==> src/rtl/mesh_vlink_row.sv <==
// Vertical link stage between two adjacent mesh rows.
// Each column carries an independent south-to-north and north-to-south
// elastic FIFO, plus per-column enable, flush and sticky protocol-error flags.

module mesh_vlink_fifo #(
    parameter int PACKET_WIDTH = 64,
    parameter int DEPTH        = 2
) (
    input  logic                    clk,
    input  logic                    rst_n,
    input  logic                    en_i,
    input  logic                    flush_i,
    input  logic                    err_clr_i,
    input  logic                    si_i,
    input  logic [PACKET_WIDTH-1:0] di_i,
    output logic                    ri_o,
    output logic                    so_o,
    output logic [PACKET_WIDTH-1:0] data_o,
    input  logic                    ro_i,
    output logic                    err_o
);

    localparam int AW = (DEPTH > 1) ? $clog2(DEPTH) : 1;
    localparam int CW = $clog2(DEPTH + 1);

    logic [PACKET_WIDTH-1:0] mem_q [DEPTH];
    logic [AW-1:0]           wr_ptr_q, wr_ptr_d;
    logic [AW-1:0]           rd_ptr_q, rd_ptr_d;
    logic [CW-1:0]           cnt_q, cnt_d;
    logic                    err_q, err_d;
    logic                    push, pop;

    // Handshake outputs come from registered state only (no ro->ri path).
    always_comb begin
        ri_o   = en_i & (cnt_q < CW'(DEPTH)) & rst_n;
        so_o   = en_i & (cnt_q != '0);
        data_o = (cnt_q != '0) ? mem_q[rd_ptr_q] : '0;
        push   = si_i & ri_o;
        pop    = so_o & ro_i;
    end

    // Next-state for pointers, occupancy and error flag; flush overrides push/pop.
    always_comb begin
        wr_ptr_d = wr_ptr_q;
        rd_ptr_d = rd_ptr_q;
        cnt_d    = cnt_q;
        if (flush_i) begin
            wr_ptr_d = '0;
            rd_ptr_d = '0;
            cnt_d    = '0;
        end else begin
            wr_ptr_d = wr_ptr_q + AW'(push);
            rd_ptr_d = rd_ptr_q + AW'(pop);
            cnt_d    = cnt_q + CW'(push) - CW'(pop);
        end
        err_d = err_clr_i ? 1'b0 : (err_q | (si_i & ~ri_o & en_i));
    end

    // Control state register.
    always_ff @(posedge clk or negedge rst_n) begin
        if (!rst_n) begin
            wr_ptr_q <= '0;
            rd_ptr_q <= '0;
            cnt_q    <= '0;
            err_q    <= 1'b0;
        end else begin
            wr_ptr_q <= wr_ptr_d;
            rd_ptr_q <= rd_ptr_d;
            cnt_q    <= cnt_d;
            err_q    <= err_d;
        end
    end

    // Packet storage; contents are deliberately left unreset.
    always_ff @(posedge clk) begin
        if (push && !flush_i) begin
            mem_q[wr_ptr_q] <= di_i;
        end
    end

    assign err_o = err_q;

endmodule

module mesh_vlink_row #(
    parameter int NUM_COLS     = 4,
    parameter int PACKET_WIDTH = 64,
    parameter int DEPTH        = 2
) (
    input  logic                             clk,
    input  logic                             reset,
    input  logic [NUM_COLS-1:0]              snsi,
    input  logic [NUM_COLS*PACKET_WIDTH-1:0] sndi,
    output logic [NUM_COLS-1:0]              snri,
    output logic [NUM_COLS-1:0]              snso,
    output logic [NUM_COLS*PACKET_WIDTH-1:0] sndo,
    input  logic [NUM_COLS-1:0]              snro,
    input  logic [NUM_COLS-1:0]              nssi,
    input  logic [NUM_COLS*PACKET_WIDTH-1:0] nsdi,
    output logic [NUM_COLS-1:0]              nsri,
    output logic [NUM_COLS-1:0]              nsso,
    output logic [NUM_COLS*PACKET_WIDTH-1:0] nsdo,
    input  logic [NUM_COLS-1:0]              nsro,
    input  logic [NUM_COLS-1:0]              link_en,
    input  logic [NUM_COLS-1:0]              flush,
    input  logic                             err_clr,
    output logic [NUM_COLS-1:0]              err_sn,
    output logic [NUM_COLS-1:0]              err_ns
);

    for (genvar c = 0; c < NUM_COLS; c++) begin : g_col
        mesh_vlink_fifo #(
            .PACKET_WIDTH (PACKET_WIDTH),
            .DEPTH        (DEPTH)
        ) u_sn (
            .clk       (clk),
            .rst_n     (reset),
            .en_i      (link_en[c]),
            .flush_i   (flush[c]),
            .err_clr_i (err_clr),
            .si_i      (snsi[c]),
            .di_i      (sndi[c*PACKET_WIDTH +: PACKET_WIDTH]),
            .ri_o      (snri[c]),
            .so_o      (snso[c]),
            .data_o    (sndo[c*PACKET_WIDTH +: PACKET_WIDTH]),
            .ro_i      (snro[c]),
            .err_o     (err_sn[c])
        );

        mesh_vlink_fifo #(
            .PACKET_WIDTH (PACKET_WIDTH),
            .DEPTH        (DEPTH)
        ) u_ns (
            .clk       (clk),
            .rst_n     (reset),
            .en_i      (link_en[c]),
            .flush_i   (flush[c]),
            .err_clr_i (err_clr),
            .si_i      (nssi[c]),
            .di_i      (nsdi[c*PACKET_WIDTH +: PACKET_WIDTH]),
            .ri_o      (nsri[c]),
            .so_o      (nsso[c]),
            .data_o    (nsdo[c*PACKET_WIDTH +: PACKET_WIDTH]),
            .ro_i      (nsro[c]),
            .err_o     (err_ns[c])
        );
    end

endmodule

==> config.mk <==
export PLATFORM = sky130hd
export DESIGN_NAME = mesh_vlink_row
export DESIGN_NICKNAME = d
export VERILOG_FILES = /design/src/rtl/mesh_vlink_row.sv
export SDC_FILE = /design/constraint.sdc
export NUM_CORES = 1
export LEC_CHECK = 0
export ABC_AREA = 1
export CORE_AREA = 4 4 412 414
export CTS_BUF_LIST = sky130_fd_sc_hd__clkbuf_8
export CTS_CLUSTER_DIAMETER = 200
export DETAILED_ROUTE_END_ITERATION = 8
export DIE_AREA = 0 0 416 418
export PLACE_DENSITY = 0.46
export SYNTH_ARGS = -nofsm -noshare
export SYNTH_HDL_FRONTEND = slang
export SYNTH_SLANG_ARGS = --single-unit
==> constraint.sdc <==
create_clock -name clk -period 10.1 [get_ports clk]
set_input_delay 2.02 -clock clk [delete_from_list [all_inputs] [get_ports clk]]
set_output_delay 2.02 -clock clk [all_outputs]
set_load 0.02 [all_outputs]
==> flow_summary.yaml <==
grt:
  largest_net_degree_at_the_start_of_global_routing: 67
  first_pass_grt_wire_length_um: 204500
  groute.usage.overall: 0.1646
  number_of_antenna_violations_at_the_first_check_in_global_routing: 65
  grt_pass1_vias: 27730
  gr-total-overflow: 0
drt:
  detailedRoute.firstPassIterationCount: 5
  drc: 0
  routed-via-count: 28120
  routed_wirelength_um: 149300
  detail_route.wl_per_cell_um: 22.54
  route.antenna.remaining_nets: 0
  post_drt_via_cell_ratio: 4.244
  detailedRoute.firstIterationViolations: 1519
critical_path:
  worst_ep_arrival_time_ps: 3980
  r2r-start: "g_col[0].u_ns.cnt_q[1]$_DFF_PN0_"
  cp_launch_type: "input port"
  rr_worst_depth: 4
  worst-setup-path-type: "input port to output port"
  worstPathMaxFanout: 10
  critical_path.reg2reg.endpoint: "g_col[0].u_ns.mem_q[1][40]$_DFFE_PP_"
  timing.critical_path.required_ps: 8080
  critical_path.endpoint_type: "output port"
  slack_of_the_worst_reg_to_reg_path_ps: 7490
  crit_path_start: "link_en[0]"
worst_hold_path:
  hold_depth: 2
  hold_class: "register to register"
  hold_path_startpoint: "g_col[0].u_ns.err_o$_DFF_PN0_"
  hold_path_end: "g_col[0].u_ns.err_o$_DFF_PN0_"
clock_network:
  cts_hold_buffers: 0
  clock-sinks: 1064
  tritoncts.num_buffers: 190
  clock_tree.buffer_depth: 3
  cts_max_level: 4
  clkSlewWorstSetupHoldPaths_ps: 50
  cts_tree: "yes"
  post_cts.resized_instances: 0
  cts_setup_buffers: 0
  cts_root_buf: "sky130_fd_sc_hd__clkbuf_8"
  clock_latency_of_the_later_clocked_register_in_the_worst_skew_pair_ps: 910
floorplanning:
  die_area_um2: 173900
  io_pins: 1075
  rows: 150
  die-height_um: 418
  fp.coreArea_um2: 166300
  initial_util: 0.2513
  floorplan.die.width_um: 416
synth:
  syn_nets: 3677
  synth_area_um2: 41790
  synthDistinctLibCells: 21
  yosys.area.top_type_share: 0.7358
  post-synth-top-area-cell: "sky130_fd_sc_hd__edfxtp_1"
  synth.ff_latch_count: 1064
  synthesis.yosys.warnings: 0
  netlist_top_cells_area: "sky130_fd_sc_hd__edfxtp_1, sky130_fd_sc_hd__nand2_1, sky130_fd_sc_hd__a21oi_2"
  syn-mean-instance-area_um2: 13.39
  synth_seq_area_share: 0.7598
  netlist_instances: 3122
pwr:
  power_per_cell_area_nw_per_um2: 180.0
  vdd_drop_max_mv: 0.1198
  power.static_leakage_uw: 0.02006
timing:
  grt_setup_unrepaired: "false"
  max-slew-margin-rel: 0.2932
  clock-skew-final_ps: 50.54
  maxClockFrequency_ghz: 0.1666
  timing.setup.tns_ps: 0
  final_critical_path_setup_slack_ps: 4096
  finalHoldViolations: 0
  worst-slew-pin-transition_ps: 1058
  finalSetupViolations: 0
  final-max-slew-violation-count: 0
  finalCritPeriodShare: 0.5944
  post-route-min-period_ps: 6004
layout:
  final_cell_mix: "sky130_fd_sc_hd__nand2_1, sky130_fd_sc_hd__clkdlybuf4s50_1, sky130_fd_sc_hd__edfxtp_1, sky130_fd_sc_hd__a21oi_1, sky130_fd_sc_hd__a21oi_2"
  final_common_cell: "sky130_fd_sc_hd__nand2_1"
  post-route-util: 0.3494
  area_growth_pct: 39.02
  final_net_count: 4792
  final_layout_size_suffix_gt1_frac: 0.1234
place:
  place_hpwl_um: 102800
  place_worst_setup_slack_ps: 4078
  numPortBuffers: 1074
  place_congestion: 0.8137
flow_run:
  max_cap_violations: 0
status:
  outcome: "complete, no violations"
cells by family after synthesis:
group                    after synthesis  share of synthesized area
AO/OA/AOI/OAI                        528                    0.08120
adder cells (fa/ha/maj)               16                   0.004791
buffers and inverters                302                    0.04153
flip-flops                          1064                     0.7598
AND/OR/NAND/NOR                     1212                     0.1127
final cells by class:
class                           instances  area, um^2
Fill cell                           16490      108200
Sequential cell                      1064       31760
Timing Repair Buffer                 1121       11100
Multi-Input combinational cell       1756        8403
Tap cell                             2204        2758
Clock buffer                          196        2698
Clock inverter                        144       888.4
Inverter                              104       395.4
Antenna cell                           36       90.09
metrics by stage:
| step | total power (uW) | std cells | hold slack, ps | instance area [um^2] |
|---|---|---|---|---|
| floorplan | 5836 | 3122 | 495.8 | 41790 |
| global placement | 6725 | 6249 | 510.6 | 54420 |
| detailed placement | 6726 | 6249 | 509.4 | 54420 |
| CTS | 10650 | 6589 | 517.9 | 58000 |
| global route | 10940 | 6615 | 542.7 | 58070 |
| finish | 10460 | 6625 | 515.3 | 58090 |
registers in the layout, summed over array words and instances, names as in the netlist:
register / flops
g_col.u_ns.mem_q: 512
g_col.u_sn.mem_q: 512
g_col.u_ns.cnt_q: 8
g_col.u_sn.cnt_q: 8
g_col.u_ns.err_o: 4
g_col.u_ns.rd_ptr_q: 4
g_col.u_ns.wr_ptr_q: 4
g_col.u_sn.err_o: 4
g_col.u_sn.rd_ptr_q: 4
g_col.u_sn.wr_ptr_q: 4
critical path, cell delays in order:
cell and delay [ps]:
sky130_fd_sc_hd__clkdlybuf4s50_1 780, sky130_fd_sc_hd__nand2_1 180, sky130_fd_sc_hd__nor2_1 250, sky130_fd_sc_hd__clkdlybuf4s50_1 750
worst max-delay path by stage:
stage	to	slack (ps)	cells after the start
after floorplan	g_col[1].u_ns.mem_q[0][0]$_DFFE_PP_	2730	5
after global placement	nsri[0]	4090	4
after detailed placement	nsri[0]	4080	4
after CTS	sndo[90]	4010	6
after global routing	sndo[100]	3920	6
final	nsri[0]	4100	4
routing by layer:
metal / GRT usage / part of all wire / vias to the layer above / wire, um
li1: - / - / 13190 / -
met1: 0.1807 / 0.38 / 13740 / 56360
met2: 0.2788 / 0.51 / 907 / 75560
met3: 0.06323 / 0.078 / 263 / 11650
met4: 0.08145 / 0.037 / 26 / 5599
met5: 0 / 0.0011 / - / 162
Yosys cell counts, drive strengths merged:
cell	number
edfxtp	1024
nor3	8
a21oi	528
buf	182
dfrtp	40
or2	8
clkbuf	16
nor2	56
ha	16
nand2	1092
nand4	8
nand3	40
inv	104
power breakdown:
group	switching (uW)	total (uW)	leakage [uW]	internal, uW
Combinational	1010	1680	0.00819	669
Clock	1810	3840	0.00209	2030
Sequential	23.8	4940	0.00978	4910
Total	2850	10500	0.0201	7610
Note: power is estimated with default switching activity, not from simulation.
